`config.mk`:
```
export PLATFORM = sky130hd
export DESIGN_NAME = mfcc_ceps_reader
export DESIGN_NICKNAME = d
export VERILOG_FILES = /design/src/rtl/mfcc_ceps_reader.sv
export SDC_FILE = /design/constraint.sdc
export NUM_CORES = 1
export LEC_CHECK = 0
export ABC_AREA = 0
export BUFFER_PORTS_ARGS = -buffer_cell sky130_fd_sc_hd__buf_2
export CORE_ASPECT_RATIO = 1.75
export CORE_MARGIN = 5
export CORE_UTILIZATION = 65
export DETAILED_ROUTE_END_ITERATION = 6
export GPL_TIMING_DRIVEN = 0
export MAX_ROUTING_LAYER = met4
export PLACE_DENSITY = 0.83
export SLEW_MARGIN = 40
export SYNTH_ARGS = -nofsm -noshare
export SYNTH_HDL_FRONTEND = slang
export SYNTH_SLANG_ARGS = --single-unit
```
`constraint.sdc`:
```
create_clock -name clk -period 6.3 [get_ports clk]
set_input_delay 1.26 -clock clk [delete_from_list [all_inputs] [get_ports clk]]
set_output_delay 1.26 -clock clk [all_outputs]
set_load 0.03 [all_outputs]
```
`src/rtl/mfcc_ceps_reader.sv`:
```
// Ping-pong capture of indexed DCT coefficient writes at the MFCC pipeline tail.
// Each committed frame leaves on a valid/ready stream as a sequence-number header plus NUM_CEPS words.
module mfcc_ceps_reader #(
    parameter int NUM_CEPS   = 12,
    parameter int CEPS_WIDTH = 16,
    parameter int PTR_WIDTH  = $clog2(NUM_CEPS),
    parameter int DROP_WIDTH = 16
) (
    input  logic                  clk,
    input  logic                  rst,
    input  logic                  dct_valid_i,
    input  logic [PTR_WIDTH-1:0]  ceps_ptr_i,
    input  logic [CEPS_WIDTH-1:0] ceps_sample_i,
    input  logic                  dct_done_i,
    output logic                  m_valid_o,
    input  logic                  m_ready_i,
    output logic [CEPS_WIDTH-1:0] m_data_o,
    output logic                  m_first_o,
    output logic                  m_last_o,
    output logic [CEPS_WIDTH-1:0] frame_count_o,
    output logic [DROP_WIDTH-1:0] drop_count_o,
    output logic                  busy_o
);

    typedef enum logic [1:0] {BANK_EMPTY, BANK_FILLING, BANK_FULL} bank_state_e;
    typedef enum logic [1:0] {RD_IDLE, RD_HEADER, RD_DATA} rd_state_e;

    localparam logic [PTR_WIDTH:0]   NUM_CEPS_W = (PTR_WIDTH + 1)'(NUM_CEPS);
    localparam logic [PTR_WIDTH-1:0] LAST_IDX   = PTR_WIDTH'(NUM_CEPS - 1);

    // Coefficient storage and per-bank bookkeeping
    logic [CEPS_WIDTH-1:0] mem_q [2][NUM_CEPS];
    logic [CEPS_WIDTH-1:0] seq_q [2];
    logic [CEPS_WIDTH-1:0] seq_d [2];
    bank_state_e           bank_q [2];
    bank_state_e           bank_d [2];

    // Write-side frame tracking
    logic                  frame_open_q, frame_open_d;
    logic                  discard_q, discard_d;
    logic                  fill_bank_q, fill_bank_d;
    logic [NUM_CEPS-1:0]   mask_q, mask_d;

    // Commit order: ord_q[0] is the oldest FULL bank, ord_cnt_q how many are queued
    logic [1:0]            ord_q, ord_d;
    logic [1:0]            ord_cnt_q, ord_cnt_d;

    // Reader FSM and registered stream outputs
    rd_state_e             rd_state_q, rd_state_d;
    logic [PTR_WIDTH-1:0]  idx_q, idx_d;
    logic [PTR_WIDTH-1:0]  idx_nxt;
    logic                  m_valid_q, m_valid_d;
    logic [CEPS_WIDTH-1:0] m_data_q, m_data_d;
    logic                  m_first_q, m_first_d;
    logic                  m_last_q, m_last_d;
    logic [CEPS_WIDTH-1:0] frame_cnt_q, frame_cnt_d;
    logic [DROP_WIDTH-1:0] drop_cnt_q, drop_cnt_d;
    logic                  busy_q, busy_d;

    logic                  open_now, frame_active, pick_ok, pick_bank;
    logic                  wr_bank, wr_discard, fill_active, wr_en;
    logic                  commit, drop, hs, pop;
    logic [NUM_CEPS-1:0]   ptr_onehot, mask_now;

    // A frame opening this cycle decides its bank from the pre-edge bank states, so a
    // bank freed by a simultaneous last handshake is only reused by the next frame.
    always_comb begin
        pick_ok   = 1'b1;
        pick_bank = 1'b0;
        if (bank_q[0] != BANK_EMPTY) begin
            pick_bank = 1'b1;
            pick_ok   = (bank_q[1] == BANK_EMPTY);
        end
        open_now     = dct_valid_i && !frame_open_q;
        frame_active = frame_open_q || dct_valid_i;
        wr_bank      = open_now ? pick_bank : fill_bank_q;
        wr_discard   = open_now ? !pick_ok : discard_q;
        fill_active  = frame_active && !wr_discard;
        wr_en        = dct_valid_i && !wr_discard && ({1'b0, ceps_ptr_i} < NUM_CEPS_W);
        ptr_onehot   = '0;
        if (wr_en) begin
            ptr_onehot[ceps_ptr_i] = 1'b1;
        end
        mask_now = (open_now ? '0 : mask_q) | ptr_onehot;
        commit   = dct_done_i && fill_active && (&mask_now);
        drop     = dct_done_i && !commit;
    end

    // A word moves when m_valid_o && m_ready_i. While stalled, data/first/last hold and
    // m_valid_o stays high; it only falls after the handshake of a frame's last word.
    assign hs      = m_valid_q && m_ready_i;
    assign idx_nxt = idx_q + 1'b1;

    always_comb begin
        rd_state_d = rd_state_q;
        idx_d      = idx_q;
        m_valid_d  = m_valid_q;
        m_data_d   = m_data_q;
        m_first_d  = m_first_q;
        m_last_d   = m_last_q;
        pop        = 1'b0;
        case (rd_state_q)
            RD_IDLE: begin
                if (ord_cnt_q != 2'd0) begin
                    rd_state_d = RD_HEADER;
                    m_valid_d  = 1'b1;
                    m_data_d   = seq_q[ord_q[0]];
                    m_first_d  = 1'b1;
                    m_last_d   = 1'b0;
                end
            end
            RD_HEADER: begin
                if (hs) begin
                    rd_state_d = RD_DATA;
                    idx_d      = '0;
                    m_data_d   = mem_q[ord_q[0]][0];
                    m_first_d  = 1'b0;
                    m_last_d   = (LAST_IDX == '0);
                end
            end
            RD_DATA: begin
                if (hs) begin
                    if (idx_q == LAST_IDX) begin
                        pop = 1'b1;
                        if (ord_cnt_q == 2'd2) begin
                            rd_state_d = RD_HEADER;
                            m_valid_d  = 1'b1;
                            m_data_d   = seq_q[ord_q[1]];
                            m_first_d  = 1'b1;
                            m_last_d   = 1'b0;
                        end else begin
                            rd_state_d = RD_IDLE;
                            m_valid_d  = 1'b0;
                            m_data_d   = '0;
                            m_first_d  = 1'b0;
                            m_last_d   = 1'b0;
                        end
                    end else begin
                        idx_d    = idx_nxt;
                        m_data_d = mem_q[ord_q[0]][idx_nxt];
                        m_last_d = (idx_nxt == LAST_IDX);
                    end
                end
            end
            default: begin
                rd_state_d = RD_IDLE;
                m_valid_d  = 1'b0;
            end
        endcase
    end

    always_comb begin
        bank_d       = bank_q;
        seq_d        = seq_q;
        ord_d        = ord_q;
        ord_cnt_d    = ord_cnt_q;
        frame_open_d = frame_open_q;
        discard_d    = discard_q;
        fill_bank_d  = fill_bank_q;
        mask_d       = dct_done_i ? '0 : mask_now;
        frame_cnt_d  = frame_cnt_q;
        drop_cnt_d   = drop_cnt_q;

        if (pop) begin
            bank_d[ord_q[0]] = BANK_EMPTY;
            ord_d[0]         = ord_q[1];
            ord_cnt_d        = ord_cnt_q - 2'd1;
        end
        if (open_now) begin
            frame_open_d = 1'b1;
            discard_d    = !pick_ok;
            if (pick_ok) begin
                fill_bank_d       = pick_bank;
                bank_d[pick_bank] = BANK_FILLING;
            end
        end
        if (dct_done_i) begin
            frame_open_d = 1'b0;
            if (fill_active) begin
                bank_d[wr_bank] = commit ? BANK_FULL : BANK_EMPTY;
            end
        end
        if (commit) begin
            seq_d[wr_bank]         = frame_cnt_q;
            ord_d[ord_cnt_d[0]]    = wr_bank;
            ord_cnt_d              = ord_cnt_d + 2'd1;
            frame_cnt_d            = frame_cnt_q + 1'b1;
        end
        if (drop && (drop_cnt_q != '1)) begin
            drop_cnt_d = drop_cnt_q + 1'b1;
        end
        busy_d = (ord_cnt_d != 2'd0);
    end

    // Coefficient array carries no reset; a bank is only read once its mask is complete.
    always_ff @(posedge clk) begin
        if (wr_en) begin
            mem_q[wr_bank][ceps_ptr_i] <= ceps_sample_i;
        end
    end

    always_ff @(posedge clk) begin
        if (rst) begin
            for (int b = 0; b < 2; b++) begin
                bank_q[b] <= BANK_EMPTY;
                seq_q[b]  <= '0;
            end
            frame_open_q <= 1'b0;
            discard_q    <= 1'b0;
            fill_bank_q  <= 1'b0;
            mask_q       <= '0;
            ord_q        <= '0;
            ord_cnt_q    <= '0;
            rd_state_q   <= RD_IDLE;
            idx_q        <= '0;
            m_valid_q    <= 1'b0;
            m_data_q     <= '0;
            m_first_q    <= 1'b0;
            m_last_q     <= 1'b0;
            frame_cnt_q  <= '0;
            drop_cnt_q   <= '0;
            busy_q       <= 1'b0;
        end else begin
            for (int b = 0; b < 2; b++) begin
                bank_q[b] <= bank_d[b];
                seq_q[b]  <= seq_d[b];
            end
            frame_open_q <= frame_open_d;
            discard_q    <= discard_d;
            fill_bank_q  <= fill_bank_d;
            mask_q       <= mask_d;
            ord_q        <= ord_d;
            ord_cnt_q    <= ord_cnt_d;
            rd_state_q   <= rd_state_d;
            idx_q        <= idx_d;
            m_valid_q    <= m_valid_d;
            m_data_q     <= m_data_d;
            m_first_q    <= m_first_d;
            m_last_q     <= m_last_d;
            frame_cnt_q  <= frame_cnt_d;
            drop_cnt_q   <= drop_cnt_d;
            busy_q       <= busy_d;
        end
    end

    assign m_valid_o     = m_valid_q;
    assign m_data_o      = m_data_q;
    assign m_first_o     = m_first_q;
    assign m_last_o      = m_last_q;
    assign frame_count_o = frame_cnt_q;
    assign drop_count_o  = drop_cnt_q;
    assign busy_o        = busy_q;

endmodule

```
Word-level counts from Yosys, hierarchy flattened --
Memory sizes are Yosys's and may differ from the RTL's. A register that Yosys moved wholly into a read port is not among the register bits. Index checks and enable logic that the tools add are counted.
Storage, ports and cells: bits in registers 113, latch bits 0, memory bits (writable) 384, memory bits (read-only) 0, input port bits 25, memories kept 1
Operators by class: add/sub/neg operators 5, multipliers 0, div/mod/pow operators 0, order comparisons 15, equal/unequal tests 11, shifts and indexed selects 0, multiplexer cells 75, bitwise logic cells 13, reduce and logical (&&, ||, !) cells 35
Memory list:
- mem_q | depth 2, bits a word 192, rd ports 1, clocked after memory_dff 1, wr ports 1, RTL line 32 | logic [CEPS_WIDTH-1:0] mem_q [2][NUM_CEPS];
Operator list (count):
- 16-bit 2-to-1 mux | 15
- 192-bit 2-to-1 mux | 1
- 16-bit binary-select mux with 4-bit select | 1
- 16-bit demux with 4-bit select | 1
- 16-bit one-hot mux with 3 select lines | 1
- 16-bit by 1-bit adder with 16-bit output (second input constant) | 2
- 32-bit bitwise mux | 1
- 4-bit 2-to-1 mux | 8
- 12-bit 2-to-1 mux | 2
- 1-bit 2-to-1 mux | 22
- 2-bit 2-to-1 mux | 10
- 16-bit demux with 1-bit select | 1
- 16-bit != test (second input constant) | 1
- 4-bit AND reduction | 4
- 1-bit logical AND | 15
- 12-bit OR | 1
- 12-bit AND reduction | 1
- 5-bit greater-or-equal comparator (second input constant) | 2
- 2-bit != test (second input constant) | 5
- 4-bit NOT with 5-bit output | 2
- 1-bit one-hot mux with 3 select lines | 3
- 4-bit == test (second input constant) | 2
- 2-bit greater-or-equal comparator (second input constant) | 4
- 1-bit NOT with 2-bit output | 4
- 33 further kinds | 45

Logic depth before layout (Yosys ltp) --
Gate-level depths: netlist (run 1).
word-level depth 15, depth in mapped cells 15, gate-level depth less buffers 9

Worst setup path after synthesis (run 1) --
No wires, ideal clock.
kind input to register, start input dct_valid_i, end memory mem_q[1][100] (netlist name) (enable), arrival time 3.594 ns, data required time 5.891 ns, setup slack 2.297 ns, stages on the path 7, path buffers 4, path through nand2b_1 > buf_2 > buf_1 > a21oi_1 > clkbuf_1 > buf_1 > nor3_1
Between the ends: longest elaborated chain between the ends 7, elaborated cells on any way between the ends 8
Ends and longest elaborated chain:
- from (decl) | RTL line 11 | input logic dct_valid_i,
- 1-bit logical AND | RTL line 74 | open_now = dct_valid_i && !frame_open_q;
- 1-bit 2-to-1 mux
- 1-bit zero test | RTL line 79 | wr_en = dct_valid_i && !wr_discard && ({1'b0, ceps_ptr_i} < NUM_CEPS_W);
- 1-bit logical AND (2 in a row) | RTL line 79
- 1-bit 2-to-1 mux | RTL line 197 | if (wr_en) begin
- 192-bit 2-to-1 mux (implied by the code) | RTL line 198 | mem_q[wr_bank][ceps_ptr_i] <= ceps_sample_i;
- to (decl) | RTL line 32
Parallel ways exist; a longest one is shown, timed or not.

Final worst setup path (run 1) --
start register idx_q[0], end register m_data_q[9], in the netlist m_data_o[9]
Between the ends: longest elaborated chain between the ends 8, elaborated cells on any way between the ends 9
Ends and longest elaborated chain:
- from (decl) | RTL line 50 | logic [PTR_WIDTH-1:0] idx_q, idx_d;
- from (signal assigned) | RTL line 235 | idx_q <= idx_d;
- 4-bit by 1-bit adder with 4-bit output | RTL line 92 | assign idx_nxt = idx_q + 1'b1;
- 4-bit NOT with 5-bit output (implied by the code) | RTL line 140 | m_data_d = mem_q[ord_q[0]][idx_nxt];
- 16-bit binary-select mux with 4-bit select | RTL line 140
- 16-bit 2-to-1 mux (implied by the code) (2 in a row) | RTL line 140
- 16-bit 2-to-1 mux (*) | RTL line 123 | if (idx_q == LAST_IDX) begin
- 16-bit 2-to-1 mux (*) | RTL line 122 | if (hs) begin
- 16-bit one-hot mux with 3 select lines (*) | RTL line 102 | case (rd_state_q)
- to (signal assigned) | RTL line 237 | m_data_q <= m_data_d;
- to (decl) | RTL line 53 | logic [CEPS_WIDTH-1:0] m_data_q, m_data_d;
Mark *: on every way between the ends. The rest lies on a longest branch, timed or not. The select of a mux whose other input is x is not followed. A chain may end at the register's enable or synchronous reset.

==> out/metrics.yaml, run 1 <==
synth_edf_count: 384
hp-class: "flip-flop to flip-flop"
final_area_um2: 23190
required_ps: 6740
grt-ovfl-total: 0
placed_cell_area_um2: 21830
dp_hpwl_um: 37840
yosys.area.top_type: "edfxtp_1"
drt_wl_total_um: 55520
status: "finished, final reports clean"
grt_use_total: 0.3333
rows: 86
htreeDepth: 2
setup_slack_ps: 361.7
core_area_um2: 31310
start_util: 0.6519
vias_per_cell: 6.801
path_max_fanout: 10
fin_crit_sh: 0.9426
die_area_um2: 35190
synth-seq-area-share: 0.6757
cts.path.max_buffers: 3
first_pass_iters: 5
cts-resized-gates: 0
setup_viol: 0
setup_tns_ps: 0
grt_antenna_before_repair: 0
drtIter0Drc: 1337
fin_worst_skew_ps: 18.72
drc: 0
rsz0062_at_grt: "no"
dr_wl_met3_um: 4139
ys_seq_elements: 497
grt_pass1_wl_um: 83150
drive_gt1_frac: 0.2457
cpMaxStageDelayCell: "clkbuf_1"
place_ws_ps: 488.0
diodes: 0
synth_fp_nets: 1367
worstSetupPathType: "flip-flop to flip-flop"
crit_path_frequent_cell: "clkbuf_1"
synth_area_leaders: "edfxtp_1 (56%), dfxtp_1 (11%), mux4_2 (11%)"
syn_area_per_cell_um2: 15.35
synth_area_um2: 20410
cap_violations: 0
async_reset_ff_frac: 0
ys_types: 60
cts_setup_buffers: 0
portBuffers: 74
tightestPinTransition_ps: 920.7
die_w_um: 144.0
fmax_mhz: 168.4
finalHoldViolCount: 0
critPathLaunchType: "flip-flop"
holdBufCountCts: 0
crit_buf_inv: 9
boundaryPins: 77
nets: 1530
routedWlPerCell_um: 28.89
clkTransAtPathRegs_ps: 70
grt_pass1_vias: 13470
cts_buffers: 43
ant_nets: 0
synth_top_area_frac: 0.5649
crit_path_end_kind: "flip-flop"
insertion_delay_ps: 560
syn2layout_area_growth_pct: 13.59
worstPathArrival_ps: 6380
slew_viol_final: 0
final_util: 0.7405
die_y_um: 244.4
max-slew-margin-rel: 0.3862
power_leakage_nw: 7.451
dr.max_layer_used: "met4"
dr_wl_met2_um: 29730
synth_warnings: 0
synthFlopType: "edfxtp_1"
root_buffer: "clkbuf_16"
vdd_drop_max_v: 0.0002518
grt_max_degree: 25
route.vias.total: 13070
cp_cell_sequence: "clkbuf_1 > buf_1 > clkbuf_1 > inv_1 > ha_1 > clkbuf_1 > clkbuf_1 > inv_1 > clkbuf_1 > clkbuf_2 > mux2i_1 > o221ai_1 > o221ai_1 > nand2_1"
cts.sinks: 497
wl_met1_um: 17860
cts_tree: "done"
cp_top_family: "buffers and inverters"
cpPeakStageDelay_ps: 660
synth_cells: 1330
power_density_nw_per_um2: 271.2
fill_cells: 1806
fin_crit_ps: 5938
hold_ws_ps: 448.5
gp_congestion: 0.9854
[power by group]
group | switching, mW | total (mW) | internal, mW
combinational | 0.113 | 0.146 | 0.0334
clock | 1.18 | 2.59 | 1.41
sequential | 0.00866 | 3.55 | 3.55
total | 1.30 | 6.29 | 4.99
[Yosys cell counts (all sizes together), types with 19 or more instances]
cell type	count
edfxtp	384
nand2	139
dfxtp	113
mux4	100
nor2	76
a21oi	74
clkbuf	49
mux2i	48
mux2	34
o21ai	34
buf	28
nor3	28
o221ai	21
and3	19
nand3	19
[per-layer routing]
metal | vias to the layer above | global-route usage
li1 | 5494 | -
met1 | 6476 | 0.3714
met2 | 859 | 0.5653
met3 | 243 | 0.04559
met4 | 0 | 0.1971
met5 | - | -
[worst paths after layout]
| check | start | endpoint | slack (ps) | cells past startpoint |
|---|---|---|---|---|
| setup reg to reg | idx_q[0] | m_data_o[9] | 360 | 14 |
| hold / removal | m_data_o[9] | m_data_o[9] | 450 | 2 |
| hold reg to reg | m_data_o[9] | m_data_o[9] | 450 | 2 |
| setup / recovery | idx_q[0] | m_data_o[9] | 360 | 14 |
[logic make-up after synthesis]
family                     synth area share
AOI/OAI and AO/OA                   0.05664
and+or+nand+nor                     0.07932
xor gates and xnor gates            0.01030
DFF                                  0.6757
buffers and inverters               0.01802
adders and majority gates          0.007355
muxes                                0.1526
[cell type report]
type | count | area (um^2) | area share
buffer | 77 | 337.8 | 0.01457
multi-input combinational | 746 | 6420 | 0.2769
timing repair buffer | 118 | 758.2 | 0.03270
tap | 396 | 495.5 | 0.02137
clock inverter | 27 | 217.7 | 0.009390
sequential | 497 | 13790 | 0.5949
clock buffer | 51 | 1126 | 0.04857
inverter | 10 | 37.54 | 0.001619
[registers in the layout, summed over array words and instances (netlist names), 4 cells and up]
signal,cells
m_data_o,16
seq_q,32
mask_q,12
idx_q,4
frame_count_o,16
bank_q,4
drop_count_o,16
mem_q,384
[through the flow]
stage               std cells  total power, mW
floorplan                1330            3.682
global placement         1800            3.748
detailed placement       1843            3.769
CTS                      1921            6.290
global route             1922            6.454
finish                   1922            6.289
[cell usage in the layout, fill, tap and decap left out, types with 13 or more instances in the layout]
cell type	n
edfxtp_1	384
nand2_1	138
dfxtp_1	113
buf_2	107
mux4_2	100
a21oi_1	74
nor2_1	60
clkbuf_1	53
mux2i_1	48
clkbuf_16	43
o21ai_0	34
mux2_2	33
o221ai_1	21
nand3_1	19
and3_1	19
buf_4	18
nor3_1	15
xnor2_1	14
nand4_1	14
nor3_2	13
[worst register-to-register path, delay by kind of cell (launching register included)]
family / cells / cell delay [ps]
buffers and inverters: 9 / 4310
AOI/OAI and AO/OA: 2 / 430
adders and majority gates: 1 / 400
DFF: 1 / 360
muxes: 1 / 240
and+or+nand+nor: 1 / 80
Power figures use the tool's default switching activity.
==> inputs of run 2 (changes only) <==
--- a/config.mk
+++ b/config.mk
@@ -13,7 +13,7 @@
 export DETAILED_ROUTE_END_ITERATION = 6
 export GPL_TIMING_DRIVEN = 0
 export MAX_ROUTING_LAYER = met4
-export PLACE_DENSITY = 0.83
+export PLACE_DENSITY_LB_ADDON = 0.05
 export SLEW_MARGIN = 40
 export SYNTH_ARGS = -nofsm -noshare
 export SYNTH_HDL_FRONTEND = slang
==> out/metrics.yaml, run 2 (synthesis results as in run 1) <==
crit_path_end_kind: "flip-flop"  # unchanged
first_pass_iters: 5  # unchanged
finalHoldViolCount: 0  # unchanged
crit_buf_inv: 9  # unchanged
insertion_delay_ps: 560  # about the same
cts_buffers: 43  # unchanged
holdBufCountCts: 0  # unchanged
grt_use_total: 0.3101  # was 0.3333
final_area_um2: 23310  # was 23190 um^2
drtIter0Drc: 1138  # was 1337
cts.sinks: 497  # unchanged
cts_tree: "done"  # unchanged
required_ps: 6740  # about the same
power_leakage_nw: 7.486  # was 7.451 nW
r2r_end: "m_data_o[8]"  # was m_data_o[9]
crit_start: "idx_q[0]"  # unchanged
rsz0062_at_grt: "no"  # unchanged
ant_nets: 0  # unchanged
rows: 86  # unchanged
largest_register_ffs: 384  # unchanged
portBuffers: 74  # unchanged
drc: 0  # unchanged
grt_antenna_before_repair: 0  # unchanged
fmax_mhz: 167.4  # was 168.4 MHz
min_path_cells: 2  # unchanged
worstSetupPathType: "flip-flop to flip-flop"  # unchanged
drive_gt1_frac: 0.2474  # was 0.2457
start_util: 0.6519  # unchanged
r2r_cells: 14  # unchanged
nets: 1533  # was 1530
hp-class: "flip-flop to flip-flop"  # unchanged
fin_worst_skew_ps: 11.35  # was 18.72 ps
placed_cell_area_um2: 21930  # was 21830 um^2
fin_crit_ps: 5973  # was 5938 ps
final_util: 0.7446  # was 0.7405
die_w_um: 144.0  # unchanged
routedWlPerCell_um: 26.84  # was 28.89 um
place_inst: 1847  # was 1843
fin_crit_sh: 0.9481  # was 0.9426
fill_cells: 1951  # was 1806
grt-ovfl-total: 0  # unchanged
root_buffer: "clkbuf_16"  # unchanged
grt_max_degree: 25  # unchanged
grt_pass1_vias: 12490  # was 13470
max-slew-margin-rel: 0.4165  # was 0.3862
crit_path_frequent_cell: "clkbuf_1"  # unchanged
layout_common_cells: "edfxtp_1 (384), nand2_1 (138), dfxtp_1 (113)"  # unchanged
status: "finished, final reports clean"  # unchanged
cpPeakStageDelay_ps: 670  # was 660 ps
diodes: 0  # unchanged
cap_violations: 0  # unchanged
setup_tns_ps: 0  # unchanged
final_cells: 1924  # was 1922
layout_commonest_cell: "edfxtp_1"  # unchanged
cts-resized-gates: 0  # unchanged
grt_pass1_wl_um: 77500  # was 83150 um
r2r-start: "idx_q[0]"  # unchanged
cts_setup_buffers: 0  # unchanged
regToRegSetupSlack_ps: 330  # was 360 ps
drt_wl_total_um: 51630  # was 55520 um
reg_top3: "mem_q: 384 flops, seq_q: 32 flops"  # unchanged
setup_viol: 0  # unchanged
htreeDepth: 2  # unchanged
cpMaxStageDelayCell: "clkbuf_1"  # unchanged
vias_per_cell: 6.426  # was 6.801
clkTransAtPathRegs_ps: 70  # about the same
cp_top_family: "buffers and inverters"  # unchanged
die_area_um2: 35190  # unchanged
core_area_um2: 31310  # unchanged
critPathLaunchType: "flip-flop"  # unchanged
tightestPinTransition_ps: 875.2  # was 920.7 ps
final-seq-area_um2: 13790  # unchanged
min_to: "m_data_o[8]"  # was m_data_o[9]
multi_input_area_um2: 6426  # was 6420 um^2
gp_congestion: 0.9353  # was 0.9854
syn2layout_area_growth_pct: 14.22  # was 13.59%
die_y_um: 244.4  # unchanged
cts.path.max_buffers: 3  # unchanged
dp_hpwl_um: 37120  # was 37840 um
vdd_drop_max_v: 0.0003359  # was 0.0002518 V
path_max_fanout: 10  # unchanged
boundaryPins: 77  # unchanged
slew_viol_final: 0  # unchanged
top_register: "mem_q"  # unchanged
cp_cell_sequence: "clkbuf_1 > buf_1 > clkbuf_1 > inv_1 > ha_1 > clkbuf_1 > clkbuf_1 > inv_1 > clkbuf_1 > clkbuf_1 > mux2i_1 > o221ai_1 > o221ai_1 > nand2_1"  # was clkbuf_1 > buf_1 > clkbuf_1 > inv_1 > ha_1 > clkbuf_1 > clkbuf_1 > inv_1 > clkbuf_1 > clkbuf_2 > mux2i_1 > o221ai_1 > o221ai_1 > nand2_1
worstPathArrival_ps: 6410  # was 6380 ps
hold_path_startpoint: "m_data_o[8]"  # was m_data_o[9]
route.vias.total: 12360  # was 13070
power_density_nw_per_um2: 271.3  # was 271.2 nW/um^2
==> run 2: cell count changes in the layout (fill, tap and decap cells not counted), sizes merged <==
cell / before / now
buf: 146 / 149
bufinv: 3 / 4
clkbuf: 100 / 102
clkinv: 18 / 11
clkinvlp: 3 / 5
inv: 13 / 14
==> run 2: worst max path at each step <==
stage,slack [ps],endpoint,cells after the start
final,330,m_data_o[8],14
after floorplan,2300,mem_q[1][100],7
after global routing,110,m_data_o[7],14
after detailed placement,400,m_data_o[8],14
after global placement,70,mem_q[1][105],8
after CTS,340,m_data_o[8],14
==> run 2: cell type report <==
type,count,share of cell area
Sequential cell,497,0.5916
Multi-Input combinational cell,746,0.2756
Clock buffer,53,0.04867
Timing Repair Buffer,121,0.03622
Tap cell,396,0.02125
Buffer,77,0.01444
Clock inverter,24,0.01057
Inverter,10,0.001610
==> run 2: where the power goes <==
group	total [mW]	leakage [nW]	switching, mW	internal (mW)
logic	0.147	2.45	0.112	0.0349
registers	3.55	4.37	0.00784	3.55
clock network	2.62	0.665	1.17	1.46
total	6.33	7.49	1.29	5.04
==> run 2: through the flow <==
stage / hold WS, ps / setup slack (ps) / power, mW
finish: 444.9 / 327.0 / 6.326
detailed placement: 437.1 / 397.3 / 3.770
global placement: 432.2 / 66.70 / 3.750
global route: 468.8 / 106.1 / 6.511
CTS: 448.0 / 340.8 / 6.349
floorplan: 436.1 / 2297 / 3.682
==> run 2: layer usage <==
metal | wire (um) | vias up | GRT usage
li1 | - | 5497 | -
met2 | 28830 | 514 | 0.5580
met4 | 2252 | 0 | 0.1164
met3 | 3002 | 137 | 0.03463
met1 | 17550 | 6215 | 0.3522
met5 | 0 | - | -
==> run 2: worst register-to-register path, stage by stage, from the launching register on <==
cell and delay, ps:
dfxtp_1 330, clkbuf_1 520, buf_1 620, clkbuf_1 600, inv_1 260, ha_1 390, clkbuf_1 350, clkbuf_1 430
inv_1 160, clkbuf_1 660, clkbuf_1 670, mux2i_1 300, o221ai_1 150, o221ai_1 330, nand2_1 80
